===== config.mk =====
export PLATFORM = sky130hd
export DESIGN_NAME = uart_stream_tx
export DESIGN_NICKNAME = d
export VERILOG_FILES = /design/src/rtl/uart_stream_tx.sv
export SDC_FILE = /design/constraint.sdc
export NUM_CORES = 1
export LEC_CHECK = 0
export BUFFER_PORTS_ARGS = -buffer_cell sky130_fd_sc_hd__buf_2
export CORE_MARGIN = 4
export CORE_UTILIZATION = 49
export CTS_BUF_LIST = sky130_fd_sc_hd__clkbuf_4 sky130_fd_sc_hd__clkbuf_8
export CTS_CLUSTER_SIZE = 40
export DETAILED_ROUTE_END_ITERATION = 8
export HOLD_SLACK_MARGIN = 0.05
export MAX_ROUTING_LAYER = met4
export PLACE_DENSITY = 0.66
export SLEW_MARGIN = 5
export SYNTH_ARGS = -nofsm -noshare
export SYNTH_HDL_FRONTEND = slang
export SYNTH_SLANG_ARGS = --single-unit
export TNS_END_PERCENT = 1

===== constraint.sdc =====
create_clock -name clk -period 7.4 [get_ports clk]
set_input_delay 1.11 -clock clk [delete_from_list [all_inputs] [get_ports clk]]
set_output_delay 1.11 -clock clk [all_outputs]
set_load 0.05 [all_outputs]

===== src/rtl/uart_stream_tx.sv =====
// Byte-stream UART transmitter: ready/valid input into a small FIFO, 8N1 serial
// output with a registered txd and a programmable bit period.
module uart_stream_tx #(
  parameter int CLK_PER_BIT = 868,
  parameter int FIFO_AW     = 3
) (
  input  logic               clk,
  input  logic               rst_n,
  input  logic [7:0]         s_tdata,
  input  logic               s_tvalid,
  output logic               s_tready,
  output logic               txd,
  output logic               busy,
  output logic [FIFO_AW:0]   fifo_count
);

  localparam int              DEPTH   = 1 << FIFO_AW;
  localparam logic [FIFO_AW:0] FULL   = (FIFO_AW + 1)'(DEPTH);
  localparam logic [FIFO_AW:0] CNT_ONE = (FIFO_AW + 1)'(1);
  localparam logic [FIFO_AW-1:0] PTR_ONE = FIFO_AW'(1);
  localparam logic [15:0]     BIT_END = 16'(CLK_PER_BIT - 1);

  typedef enum logic [1:0] {IDLE, START, DATA, STOP} state_t;

  state_t             state;
  logic [7:0]         mem [DEPTH];
  logic [FIFO_AW-1:0] wr_ptr;
  logic [FIFO_AW-1:0] rd_ptr;
  logic [7:0]         shift;
  logic [2:0]         bit_cnt;
  logic [15:0]        baud_cnt;
  logic               push;
  logic               pop;
  logic               bit_end;

  // Ready looks only at the registered count, so a full FIFO never takes a
  // byte on the same edge it pops one.
  assign s_tready = (fifo_count != FULL);
  assign push     = s_tvalid && s_tready;
  assign pop      = (state == IDLE) && (fifo_count != '0);
  assign bit_end  = (baud_cnt == BIT_END);
  assign busy     = (state != IDLE) || (fifo_count != '0);

  always_ff @(posedge clk) begin
    if (push) mem[wr_ptr] <= s_tdata;
  end

  always_ff @(posedge clk) begin
    if (!rst_n) begin
      wr_ptr     <= '0;
      rd_ptr     <= '0;
      fifo_count <= '0;
    end else begin
      if (push) wr_ptr <= wr_ptr + PTR_ONE;
      if (pop)  rd_ptr <= rd_ptr + PTR_ONE;
      case ({push, pop})
        2'b10:   fifo_count <= fifo_count + CNT_ONE;
        2'b01:   fifo_count <= fifo_count - CNT_ONE;
        default: fifo_count <= fifo_count;
      endcase
    end
  end

  always_ff @(posedge clk) begin
    if (pop)
      shift <= mem[rd_ptr];
    else if (state == DATA && bit_end)
      shift <= {1'b0, shift[7:1]};
  end

  always_ff @(posedge clk) begin
    if (!rst_n) begin
      state    <= IDLE;
      txd      <= 1'b1;
      bit_cnt  <= '0;
      baud_cnt <= '0;
    end else begin
      if (state == IDLE) baud_cnt <= '0;
      else               baud_cnt <= bit_end ? 16'd0 : baud_cnt + 16'd1;
      case (state)
        IDLE: begin
          if (pop) begin
            txd     <= 1'b0;
            bit_cnt <= '0;
            state   <= START;
          end
        end
        START: begin
          if (bit_end) begin
            txd   <= shift[0];
            state <= DATA;
          end
        end
        DATA: begin
          if (bit_end) begin
            // shift[1] is the bit that becomes shift[0] on this same edge.
            if (bit_cnt == 3'd7) begin
              txd   <= 1'b1;
              state <= STOP;
            end else begin
              txd     <= shift[1];
              bit_cnt <= bit_cnt + 3'd1;
            end
          end
        end
        STOP: begin
          txd <= 1'b1;
          if (bit_end) state <= IDLE;
        end
        default: state <= IDLE;
      endcase
    end
  end

endmodule


==> metrics.md <==
| Metric | Value |
|---|---|
| Post-CTS Setup Repair Bufs | `0` |
| Peak VDD IR | `0.000158 V` |
| Clk root buf | `clkbuf_8` |
| Wirelength per Cell | `16.1 um` |
| Crit Path Class | `reg -> reg` |
| DR DRC count | `0` |
| Antenna diodes | `0` |
| Post-Synth Adder-Cell Area | `0.0337` |
| Final Hold Viols | `0` |
| Multiplexer share of the synthesized area | `0.108` |
| Grt ovf | `0` |
| Avg Inst Size Synth | `13.8 sq um` |
| Total track usage | `0.158` |
| LEAKAGE | `0.00161 uW` |
| Commonest non-fill, non-tap cell in the layout | `edfxtp_1` |
| Post-route clock period utilization | `0.396` |
| Vias/cell | `5.43` |
| Setup slack at placement | `4.50 ns` |
| Core ar. | `0.00881 sq mm` |
| CTS tree | `built` |
| Gp weighted congestion | `0.809` |
| Port Buffers | `17` |
| Flops & latches, synth | `107` |
| Die Ht | `103 um` |
| Placed insts | `439` |
| Post-synth ARST share | `0` |
| Commonest cells after routing, fill and taps aside | `edfxtp_1 (72), dfxtp_1 (35), nor2_1 (32)` |
| Via count | `2469` |
| Critical Path Start Type | `flop` |
| Initial antenna violation count | `0` |
| Unique masters post-synth | `36` |
| TritonCTS Sinks | `107` |
| Relative slew margins | `0.278` |
| Largest family of logic cells by synthesized area | `simple AND/OR/NAND/NOR gates` |
| Req. time, crit path | `7.71 ns` |
| Tightest Pin Transition | `1.08 ns` |
| CP arrival | `3.23 ns` |
| Status | `completed` |
| Synth Instances | `324` |
| Pwr per Cell Area | `334 mW/mm^2` |
| Post-route setup TNS | `0 ns` |
| Boundary Pins | `18` |
| Final slew viol count | `0` |
| Synth Flop Type | `edfxtp_1` |
| Post-CTS sizing | `0` |
| First-pass GRT wire length | `12400 um` |
| Simple-gate portion of the synthesized area | `0.116` |
| # rows | `34` |
| Die area | `0.0107 sq mm` |
| Seq/Total Area, Yosys | `0.642` |
| DRT antenna net count | `0` |
| Starting density of the core | `0.506` |
| Yosys warns | `0` |
| Clk_skew | `0.0168 ns` |
| Xor and xnor area share after synthesis | `0.0413` |
| # H-tree levels | `3` |
| Net Count, Synth | `347` |
| Initial DRC count | `107` |
| Yosys top cell area share | `0.485` |
| Syn Std Cell Area | `0.00446 sq mm` |
| Router iterations before antenna repair | `4` |
| Cell taking the most area after synthesis | `edfxtp_1` |
| Chip Width | `103 um` |
| Vias in the first global route | `2458` |
| Hold_buf cts | `0` |
| Total power draw | `1610 uW` |
| Compound-cell area share of the yosys netlist | `0.0354` |
| Critical path fanouts, max | `18` |
| Clock Tree Buf Depth | `2` |
| EDFF count, synth | `72` |
| WL final | `7340 um` |
| CTS buffer count | `9` |
| Min Tclk post-route | `2.93 ns` |
| Max-Cap Viols | `0` |
| Clk slew on worst S/H paths | `0.12 ns` |
| Setup violations, final | `0` |
| Largest net degree at the start of global routing | `21` |
| Fraction of layout cells with a size suffix above 1 | `0.164` |
| Worst Hold Class | `reg -> reg` |
| Final WS setup | `4.47 ns` |
| HPWL after DPL | `5070 um` |
| Fmax | `342 MHz` |
| Worst setup EP type | `flop` |
| Synth area leaders | `edfxtp_1 (48%), dfxtp_1 (16%), mux4_2 (8.1%), ha_1 (3.4%), mux2i_1 (2.7%)` |
| Final non-filler cell total | `455` |
| Worst-Skew Late Latency | `0.36 ns` |
| Area grow syn2layout | `8.45%` |
| Unrepaired setup endpoints after global routing | `no` |
| Fin nets | `365` |
## logic make-up after synthesis
kind of cell,after synthesis
xor gates and xnor gates,21
AOI/OAI and AO/OA,27
adders and majority gates,12
muxes,28
and+or+nand+nor,107
buffers and inverters,22
DFF,107
## layout make-up
class,instances,area (sq um)
Fill cell,714,3970
Sequential cell,107,2860
Multi-Input combinational cell,195,1490
Tap cell,108,135
Clock buffer,10,131
Timing Repair Buffer,21,115
Clock inverter,6,66.3
Inverter,8,30.0
## state kept, by name, indices dropped and copies added (netlist names), named ones only
name,flops
baud_cnt,16
shift,8
state,2
fifo_count,4
txd,1
wr_ptr,3
bit_cnt,3
rd_ptr,3
mem,64
## synth_stat cells (all sizes together) (2+ instances only)
library cell,number
edfxtp,72
dfxtp,35
nor2,32
nand2,29
mux4,16
xnor2,13
ha,12
mux2i,12
o21ai,11
nor3,10
nand3,9
a21oi,8
clkbuf,8
inv,8
xor2,8
nand2b,7
nor4,7
buf,6
nand4,4
o22ai,3
or3,2
## routing by layer
metal	track usage	up-vias	part of all wire
li1	-	1235	-
met1	0.203	1193	0.46
met2	0.256	37	0.50
met3	0.0362	4	0.034
met4	0.0359	0	0.0061
met5	-	-	0
## worst max-delay path, cell delays in order, from the launching register on
cell,delay (ns)
dfxtp_1,0.38
nor4_1,0.45
nand2b_1,0.51
inv_1,0.22
ha_1,0.29
xor2_1,0.16
ha_1,0.18
a21oi_1,0.14
xor2_1,0.09
or3_1,0.30
a21oi_1,0.13
## final timing paths
path / start / endpoint / slack [ns] / depth (start not counted)
worst min register to register: bit_cnt[2]$_SDFFE_PN0P_ / bit_cnt[2]$_SDFFE_PN0P_ / 0.48 / 2
worst max register to register: fifo_count[2]$_SDFFE_PN0P_ / fifo_count[2]$_SDFFE_PN0P_ / 4.47 / 10
worst min-delay path: bit_cnt[2]$_SDFFE_PN0P_ / bit_cnt[2]$_SDFFE_PN0P_ / 0.48 / 2
worst max-delay path: fifo_count[2]$_SDFFE_PN0P_ / fifo_count[2]$_SDFFE_PN0P_ / 4.47 / 10
## through the flow
| step | instance area (sq um) | util | hold WS [ns] |
|---|---|---|---|
| finish | 4830 | 0.549 | 0.483 |
| global route | 4830 | 0.549 | 0.505 |
| CTS | 4830 | 0.549 | 0.484 |
| detailed placement | 4640 | 0.527 | 0.468 |
| global placement | 4640 | 0.527 | 0.459 |
| floorplan | 4460 | - | 0.441 |
## where the power goes
part	leakage, uW	switching [uW]	internal, uW
logic	0.000570	273	185
clock network	0.0000990	214	138
registers	0.000943	71.6	733
total	0.00161	558	1060
Power figures use the tool's default switching activity.
